File: src/rtl/s_aes_core_arbiter_if.sv
// Requester-side bundle of the S-AES core arbiter: per-requester request and response handshakes.
// The arbiter connects through the slave modport; requesters use the master modport.
interface s_aes_core_arbiter_if #(
   parameter int NUM_REQ = 2
);
   logic [NUM_REQ-1:0]    req_valid;
   logic [NUM_REQ-1:0]    req_ready;
   logic [NUM_REQ*16-1:0] req_plaintext;
   logic [NUM_REQ*16-1:0] req_key;
   logic [NUM_REQ-1:0]    rsp_valid;
   logic [NUM_REQ-1:0]    rsp_ready;
   logic [15:0]           rsp_ciphertext;

   modport master (
      output req_valid, req_plaintext, req_key, rsp_ready,
      input  req_ready, rsp_valid, rsp_ciphertext
   );

   modport slave (
      input  req_valid, req_plaintext, req_key, rsp_ready,
      output req_ready, rsp_valid, rsp_ciphertext
   );
endinterface

File: src/rtl/s_aes_core_arbiter.sv
// Round-robin arbiter that time-shares one S-AES core among NUM_REQ requesters.
// Core inputs are registered, held for CORE_LAT cycles, and the ciphertext is returned to the owner.
module s_aes_core_arbiter #(
   parameter int NUM_REQ  = 2,
   parameter int CORE_LAT = 1,
   parameter int IDW      = (NUM_REQ > 1) ? $clog2(NUM_REQ) : 1
) (
   input  logic                 clk,
   input  logic                 rst_n,
   s_aes_core_arbiter_if.slave  bus,
   output logic [15:0]          core_plaintext,
   output logic [15:0]          core_initialkey,
   input  logic [15:0]          core_ciphertext,
   output logic                 busy,
   output logic [IDW-1:0]       owner
);

   typedef enum logic [1:0] {
      IDLE  = 2'd0,
      ISSUE = 2'd1,
      RESP  = 2'd2
   } state_t;

   state_t             state_q, state_d;
   logic [IDW-1:0]     rr_ptr_q;
   logic [IDW-1:0]     owner_q;
   logic [IDW-1:0]     gnt;
   logic [IDW-1:0]     gnt_next;
   logic               any_valid;
   logic [3:0]         cnt_q;
   logic [15:0]        core_pt_q;
   logic [15:0]        core_key_q;
   logic [15:0]        rsp_ct_q;
   logic [NUM_REQ-1:0] rsp_valid_q;
   logic [NUM_REQ-1:0] req_ready_d;
   logic [15:0]        pt_arr  [NUM_REQ];
   logic [15:0]        key_arr [NUM_REQ];

   always_comb begin
      for (int i = 0; i < NUM_REQ; i++) begin
         pt_arr[i]  = bus.req_plaintext[16*i +: 16];
         key_arr[i] = bus.req_key[16*i +: 16];
      end
   end

   // Rotating priority scan: first valid requester at or after rr_ptr wins.
   always_comb begin
      int             idx;
      logic [IDW-1:0] cand;
      // NOTE: every variable written here gets a default first so no latch is inferred.
      gnt       = '0;
      any_valid = 1'b0;
      idx       = 0;
      cand      = '0;
      for (int k = 0; k < NUM_REQ; k++) begin
         idx = int'(rr_ptr_q) + k;
         if (idx >= NUM_REQ) idx = idx - NUM_REQ;
         cand = idx[IDW-1:0];
         if (!any_valid && bus.req_valid[cand]) begin
            any_valid = 1'b1;
            gnt       = cand;
         end
      end
      gnt_next = (gnt == IDW'(NUM_REQ - 1)) ? '0 : gnt + IDW'(1);
   end

   // Gated by rst_n so that req_ready reads 0 while reset is held, even with requests pending.
   always_comb begin
      req_ready_d = '0;
      if (state_q == IDLE && any_valid && rst_n) req_ready_d[gnt] = 1'b1;
   end

   always_comb begin
      state_d = state_q;
      case (state_q)
         IDLE:    if (any_valid) state_d = ISSUE;
         ISSUE:   if (cnt_q == 4'd0) state_d = RESP;
         RESP:    if (bus.rsp_ready[owner_q]) state_d = IDLE;
         default: state_d = IDLE;
      endcase
   end

   // NOTE: sequential state uses non-blocking assignments so every register sees pre-edge values.
   always_ff @(posedge clk or negedge rst_n) begin
      if (!rst_n) state_q <= IDLE;
      else        state_q <= state_d;
   end

   always_ff @(posedge clk or negedge rst_n) begin
      if (!rst_n) begin
         rr_ptr_q    <= '0;
         owner_q     <= '0;
         cnt_q       <= 4'd0;
         core_pt_q   <= 16'd0;
         core_key_q  <= 16'd0;
         rsp_ct_q    <= 16'd0;
         rsp_valid_q <= '0;
      end else begin
         case (state_q)
            IDLE: begin
               if (any_valid) begin
                  core_pt_q  <= pt_arr[gnt];
                  core_key_q <= key_arr[gnt];
                  owner_q    <= gnt;
                  rr_ptr_q   <= gnt_next;
                  cnt_q      <= 4'(CORE_LAT - 1);
               end
            end
            ISSUE: begin
               if (cnt_q != 4'd0) begin
                  cnt_q <= cnt_q - 4'd1;
               end else begin
                  rsp_ct_q             <= core_ciphertext;
                  rsp_valid_q[owner_q] <= 1'b1;
               end
            end
            RESP: begin
               if (bus.rsp_ready[owner_q]) rsp_valid_q <= '0;
            end
            default: ;
         endcase
      end
   end

   assign bus.req_ready      = req_ready_d;
   assign bus.rsp_valid      = rsp_valid_q;
   assign bus.rsp_ciphertext = rsp_ct_q;
   assign core_plaintext     = core_pt_q;
   assign core_initialkey    = core_key_q;
   assign busy               = (state_q != IDLE);
   assign owner              = owner_q;

endmodule
File: src/flat_wrapper.sv
// flat-port wrapper written by rule: the top's interface ports become plain ports
module s_aes_core_arbiter_flat 
#(
   parameter int NUM_REQ  = 2,
   parameter int CORE_LAT = 1,
   parameter int IDW      = (NUM_REQ > 1) ? $clog2(NUM_REQ) : 1
)
  (clk, rst_n, core_plaintext, core_initialkey, core_ciphertext, busy, owner, bus_req_valid, bus_req_plaintext, bus_req_key, bus_rsp_ready, bus_req_ready, bus_rsp_valid, bus_rsp_ciphertext);
  s_aes_core_arbiter_if #(.NUM_REQ(NUM_REQ)) bus_i ();
  input  logic clk;
  input  logic rst_n;
  output logic [15:0] core_plaintext;
  output logic [15:0] core_initialkey;
  input  logic [15:0] core_ciphertext;
  output logic busy;
  output logic [IDW-1:0] owner;
  input wire logic [$bits(bus_i.req_valid)-1:0] bus_req_valid;
  input wire logic [$bits(bus_i.req_plaintext)-1:0] bus_req_plaintext;
  input wire logic [$bits(bus_i.req_key)-1:0] bus_req_key;
  input wire logic [$bits(bus_i.rsp_ready)-1:0] bus_rsp_ready;
  output wire logic [$bits(bus_i.req_ready)-1:0] bus_req_ready;
  output wire logic [$bits(bus_i.rsp_valid)-1:0] bus_rsp_valid;
  output wire logic [$bits(bus_i.rsp_ciphertext)-1:0] bus_rsp_ciphertext;
  assign bus_i.req_valid = bus_req_valid;
  assign bus_i.req_plaintext = bus_req_plaintext;
  assign bus_i.req_key = bus_req_key;
  assign bus_i.rsp_ready = bus_rsp_ready;
  assign bus_req_ready = bus_i.req_ready;
  assign bus_rsp_valid = bus_i.rsp_valid;
  assign bus_rsp_ciphertext = bus_i.rsp_ciphertext;
  s_aes_core_arbiter #(.NUM_REQ(NUM_REQ), .CORE_LAT(CORE_LAT), .IDW(IDW)) u_core (.clk(clk), .rst_n(rst_n), .bus(bus_i), .core_plaintext(core_plaintext), .core_initialkey(core_initialkey), .core_ciphertext(core_ciphertext), .busy(busy), .owner(owner));
endmodule
File: config.mk
export PLATFORM = sky130hd
export DESIGN_NAME = s_aes_core_arbiter_flat
export DESIGN_NICKNAME = d
export VERILOG_FILES = /design/src/rtl/s_aes_core_arbiter_if.sv /design/src/rtl/s_aes_core_arbiter.sv /design/src/flat_wrapper.sv
export SDC_FILE = /design/constraint.sdc
export NUM_CORES = 1
export LEC_CHECK = 0
export CAP_MARGIN = 20
export CORE_MARGIN = 2
export CORE_UTILIZATION = 35
export DETAILED_ROUTE_END_ITERATION = 8
export GPL_ROUTABILITY_DRIVEN = 0
export GPL_TIMING_DRIVEN = 0
export PLACE_DENSITY = 0.78
export REMOVE_ABC_BUFFERS = 1
export SLEW_MARGIN = 5
export SYNTH_ARGS = -nofsm -noshare
export SYNTH_HDL_FRONTEND = slang
export SYNTH_SLANG_ARGS = --single-unit
File: constraint.sdc
create_clock -name clk -period 1.65 [get_ports clk]
set_input_delay 0.495 -clock clk [delete_from_list [all_inputs] [get_ports clk]]
set_output_delay 0.495 -clock clk [all_outputs]
set_load 0.01 [all_outputs]
==> results of run 1 <==
==> timing repair <==
action,in CTS,in global routing
setup buffers,11,8
cloned,2,0
pin swaps,3,4
resized for setup,69,16
endpoints found under the setup margin,107,48
==> per-stage QoR <==
step	power (mW)	hold WS (ns)	cell area, um2	utilization, %
floorplan	4.48	0.199	2500	-
global placement	6.37	0.477	4020	55.7
detailed placement	6.57	0.482	4090	56.7
CTS	7.79	0.0183	4370	60.5
global route	8.49	0.0194	4450	61.7
finish	8.01	0.0228	4450	61.7
==> path summary, 6_finish.rpt <==
| check | startpoint | to | slack, ns |
|---|---|---|---|
| min in group clk | u_core.rr_ptr_q | u_core.rr_ptr_q | 0.49 |
| max in group asynchronous | rst_n | u_core.rr_ptr_q | 1.17 |
| min reg2reg | u_core.rr_ptr_q | u_core.rr_ptr_q | 0.49 |
| min | rst_n | u_core.core_initialkey[2] | 0.02 |
| max reg2reg | u_core.cnt_q[0] | u_core.cnt_q[1] | 0.04 |
| max | u_core.state_q[1] | bus_req_ready[1] | -0.15 |
==> sequential cells by signal (all words and copies together), names as in the netlist <==
| register | flops |
|---|---|
| u_core.core_initialkey | 16 |
| u_core.cnt_q | 4 |
| u_core.bus.rsp_ciphertext | 16 |
| u_core.rr_ptr_q | 1 |
| u_core.owner | 1 |
| u_core.bus.rsp_valid | 2 |
| u_core.core_plaintext | 16 |
| u_core.state_q | 2 |
==> synth_stat cells (all sizes together) <==
cell type | count | share of area [%]
mux2i | 2 | 0.77
and2 | 2 | 0.48
and3 | 2 | 0.48
o21ai | 2 | 0.38
clkbuf | 6 | 0.86
nor3b | 1 | 0.72
a31o | 1 | 0.34
a221o | 32 | 12
ha | 1 | 0.48
nor2b | 1 | 0.24
dfrtp | 58 | 56
nor3 | 1 | 0.19
a21boi | 32 | 9.2
or2 | 2 | 0.48
a221oi | 1 | 0.34
buf | 10 | 3.2
nor4 | 1 | 0.24
mux2 | 17 | 8.6
nor2 | 4 | 0.67
a21o | 2 | 0.58
nand2b | 4 | 0.96
and2b | 1 | 0.29
nand2 | 3 | 0.72
a41o | 1 | 0.38
inv | 5 | 0.72
a31oi | 2 | 0.48
o22ai | 1 | 0.24
==> cell families after synthesis <==
group | share of synthesized area [%]
AOI/OAI and AO/OA | 24.2
DFF | 55.7
and+or+nand+nor | 5.47
buffers and inverters | 4.75
muxes | 9.41
adders and majority gates | 0.480
==> area by class of cell <==
cell class | count | area (um2)
tap | 99 | 124
sequential | 58 | 1450
clock inverter | 5 | 52.6
inverter | 5 | 18.8
multi-input combinational | 117 | 1090
fill | 609 | 2770
timing repair buffer | 161 | 1560
clock buffer | 11 | 151
==> per-layer routing <==
| metal | share of wire (%) | global-route usage [%] | wire length (um) | vias to the layer above |
|---|---|---|---|---|
| met2 | 52 | 32.7 | 4050 | 68 |
| met3 | 5.4 | 4.67 | 417 | 6 |
| met5 | 0 | 0 | 0 | - |
| met1 | 41 | 24.2 | 3200 | 1144 |
| li1 | - | - | - | 1064 |
| met4 | 1.1 | 6.67 | 82 | 0 |
==> worst max-delay path, stage by stage (launching register included) <==
cell	delay, ns
dfrtp_1	0.41
nor2_4	0.15
and3_4	0.20
and2_4	0.14
buf_6	0.09
==> report_power, final <==
group	switching [mW]	internal, mW
registers	0.381	2.13
clock network	0.545	0.772
logic	1.82	2.36
total	2.75	5.26
==> flow_metrics.env, run 1 <==
export IMPL_cts_sinks=58
export IMPL_ys_types=34
export IMPL_hold_viol=0
export IMPL_dp_cells=421
export IMPL_avgRoutedWirePerCell_um=17.0
export IMPL_synth_area_mm2=0.00261
export IMPL_violations="setup timing"
export IMPL_slew_violations=0
export IMPL_cts_htree_levels=3
export IMPL_remaining_drc_errors=0
export IMPL_syn_to_final_growth_pct=70.6
export IMPL_grt_pass1_vias=2439
export IMPL_firstDrtPassIters=4
export IMPL_cp_required_ns=1.15
export IMPL_grt_util_all_layers_pct=19.3
export IMPL_fmaxAchievable_mhz=556
export IMPL_fin_nets=439
export IMPL_yosysSeqAreaShare_pct=55.7
export IMPL_rsz0062_at_grt="yes"
export IMPL_wl_um=7750
export IMPL_clk_path_buf_depth=2
export IMPL_p_per_area_mw_per_mm2=1800
export IMPL_drt_initial_drc_count=109
export IMPL_die_w_um=90.3
export IMPL_setup_slack_ns=-0.150
export IMPL_grt_max_degree=36
export IMPL_vias_per_cell=5.00
export IMPL_portBuffers=139
export IMPL_post_place_ws_ns=-1.44
export IMPL_ys_seq_elements=58
export IMPL_clk_pin_slew_ns=0.07
export IMPL_hold_class="in2async"
export IMPL_status="finished with violations"
export IMPL_die_h_um=90.3
export IMPL_peakVddDrop_mv=0.737
export IMPL_root_buffer="clkbuf_8"
export IMPL_grt_first_pass_wirelength_um=12400
export IMPL_fin_crit_ns=1.80
export IMPL_cap_violations=0
export IMPL_io_pins=140
export IMPL_cts_tree="done"
export IMPL_cts_hold_buffers=0
export IMPL_grt_remaining_overflow=0
export IMPL_num_antenna_cells=0
export IMPL_relSlewSlack_pct=59.7
export IMPL_initial_utilization_pct=36.1
export IMPL_worstSetupStartpointType="flop"
export IMPL_vias=2282
export IMPL_p_leak_nw=2.03
export IMPL_syn_inst=195
export IMPL_dpl_hpwl_um=5170
export IMPL_yosysWarnings=0
export IMPL_r2r_cells=7
export IMPL_min_period_over_period_pct=109
export IMPL_setup_viol=3
export IMPL_syn_area_per_cell_um2=13.4
export IMPL_worst_slew_pin_slew_ns=0.604
export IMPL_core_rowCount=31
export IMPL_critical_path_max_fanout=4
export IMPL_fp_coreArea_mm2=0.00721
export IMPL_worstPathArrival_ns=1.30
export IMPL_antenna_found_initial=0
export IMPL_layout_commonest_cell="clkdlybuf4s50_1"
export IMPL_crit_path_end_kind="primary output"
export IMPL_drive_gt1_share_pct=20.2
export IMPL_final_cell_count_no_fill=456
export IMPL_cts_made_buffers=9
export IMPL_die_area_mm2=0.00816
export IMPL_critical_path_class="reg2out"
export IMPL_ant_nets=0
export IMPL_fin_skew_ns=0.00964
export IMPL_clock_latency_ns=0.31
export IMPL_final_cell_mix="clkdlybuf4s50_1, dfrtp_1, dlygate4sd2_1"
export IMPL_finalSetupTns_ns=-0.398
(Power assumes the default switching activity.)
==> run 2: changes to the inputs <==
--- a/config.mk
+++ b/config.mk
@@ -11,7 +11,7 @@
 export DETAILED_ROUTE_END_ITERATION = 8
 export GPL_ROUTABILITY_DRIVEN = 0
 export GPL_TIMING_DRIVEN = 0
-export PLACE_DENSITY = 0.78
+export PLACE_DENSITY = 0.86
 export REMOVE_ABC_BUFFERS = 1
 export SLEW_MARGIN = 5
 export SYNTH_ARGS = -nofsm -noshare
==> flow_metrics.env, run 2 (synthesis gave the netlist of run 1 again) <==
export IMPL_status="finished with violations"
export IMPL_violations="setup timing"
export IMPL_fillCellCount=613
export IMPL_r2r_cells=6
export IMPL_cts_hold_buffers=0
export IMPL_antenna_found_initial=0
export IMPL_root_buffer="clkbuf_8"
export IMPL_cp_endpoint="bus_req_ready[1]"
export IMPL_worst_slew_pin_slew_ns=0.608
export IMPL_path_cells="nor2_4 -> and3_4 -> buf_16 -> and2_4 -> buf_6"
export IMPL_use_met1_pct=24.1
export IMPL_r2r_slack_ns=0.03
export IMPL_fin_crit_ns=1.94
export IMPL_cts_tree="done"
export IMPL_r2r_start="u_core.cnt_q[0]"
export IMPL_worstSetupStartpointType="flop"
export IMPL_min_period_over_period_pct=118
export IMPL_critical_path_class="reg2out"
export IMPL_utilization_pct=61.1
export IMPL_layout_commonest_cell="clkdlybuf4s50_1"
export IMPL_slew_violations=0
export IMPL_power_mw=7.86
export IMPL_io_pins=140
export IMPL_die_h_um=90.3
export IMPL_cp_top_family="simple AND/OR/NAND/NOR gates"
export IMPL_final_cell_area_mm2=0.00441
export IMPL_hold_class="in2async"
export IMPL_clock_latency_ns=0.32
export IMPL_final_cell_mix="clkdlybuf4s50_1, dfrtp_1, dlygate4sd2_1"
export IMPL_hold_ws_ns=0.0683
export IMPL_fmaxAchievable_mhz=516
export IMPL_peakVddDrop_mv=0.970
export IMPL_grt_pass1_vias=2574
export IMPL_cpPeakStageDelay_ns=0.42
export IMPL_initial_utilization_pct=36.1
export IMPL_core_rowCount=31
export IMPL_remaining_drc_errors=0
export IMPL_slowest_stage="dfrtp_2"
export IMPL_path_depth=5
export IMPL_setup_slack_ns=-0.289
export IMPL_grt_first_pass_wirelength_um=13200
export IMPL_post_place_ws_ns=-1.52
export IMPL_wl_um=8330
export IMPL_cts_made_buffers=9
export IMPL_cts_htree_levels=3
export IMPL_setup_viol=3
export IMPL_multi_input_area_mm2=0.00109
export IMPL_use_met3_pct=4.84
export IMPL_drive_gt1_share_pct=20.2
export IMPL_vias=2359
export IMPL_grt_max_degree=36
export IMPL_cp_startpoint="u_core.state_q[1]"
export IMPL_dpl_hpwl_um=5370
export IMPL_die_w_um=90.3
export IMPL_clk_pin_slew_ns=0.07
export IMPL_grt_util_met2_pct=36.9
export IMPL_grt_util_all_layers_pct=20.8
export IMPL_cts_sinks=58
export IMPL_p_leak_nw=2.02
export IMPL_finalSetupTns_ns=-0.655
export IMPL_critical_path_max_fanout=3
export IMPL_hold_viol=0
export IMPL_dp_cells=420
export IMPL_clk_path_buf_depth=2
export IMPL_final_cell_count_no_fill=455
export IMPL_fin_skew_ns=0.00848
export IMPL_crit_path_end_kind="primary output"
export IMPL_die_area_mm2=0.00816
export IMPL_cp_required_ns=1.15
export IMPL_relSlewSlack_pct=59.5
export IMPL_num_antenna_cells=0
export IMPL_p_per_area_mw_per_mm2=1780
export IMPL_regArea_mm2=0.00145
export IMPL_dpl_instance_area_mm2=0.00408
export IMPL_portBuffers=139
export IMPL_crit_buf_inv=2
export IMPL_r2r_end="u_core.bus.rsp_ciphertext[9]"
export IMPL_fin_nets=438
export IMPL_worstPathArrival_ns=1.44
export IMPL_cap_violations=0
export IMPL_rsz0062_at_grt="yes"
export IMPL_avgRoutedWirePerCell_um=18.3
export IMPL_ant_nets=0
export IMPL_drt_initial_drc_count=100
export IMPL_vias_per_cell=5.18
export IMPL_fp_coreArea_mm2=0.00721
export IMPL_firstDrtPassIters=4
export IMPL_grt_remaining_overflow=0
export IMPL_syn_to_final_growth_pct=69.0
export IMPL_top_usage_layer="met2"
run 2: report_power, final:
part	internal (mW)	total [mW]	switching, mW	leakage, nW
clock	0.665	1.19	0.524	0.0965
combinational	2.28	4.17	1.89	1.22
sequential	2.13	2.50	0.366	0.704
run 2: repair_timing:
item | in CTS | in global routing
buffers inserted | 13 | 4
endpoints found under the setup margin | 107 | 52
pin swaps | 2 | 2
cloned | 2 | 2
gates resized for setup | 82 | 5
run 2: final cells by class:
class | instances | area share, %
Clock inverter | 2 | 0.227
Tap cell | 99 | 2.81
Timing Repair Buffer | 158 | 34.8
Multi-Input combinational cell | 119 | 24.7
Sequential cell | 58 | 33.0
Clock buffer | 14 | 3.92
Inverter | 5 | 0.483
run 2: routing by layer:
metal	share of wire (%)	wire length [um]
met1	41	3380
met2	52	4340
met3	4.9	412
met4	2.2	182
met5	0	0
run 2: how the worst min path moves through the flow:
stage	from	end	slack, ns
2_1_floorplan	rst_n	u_core.bus.rsp_ciphertext[0]	0.20
3_3_place_gp	u_core.rr_ptr_q	u_core.rr_ptr_q	0.48
3_5_place_dp	u_core.rr_ptr_q	u_core.rr_ptr_q	0.49
4_1_cts	rst_n	u_core.core_initialkey[3]	0.07
5_1_grt	rst_n	u_core.core_initialkey[3]	0.09
6_report	rst_n	u_core.core_initialkey[10]	0.07
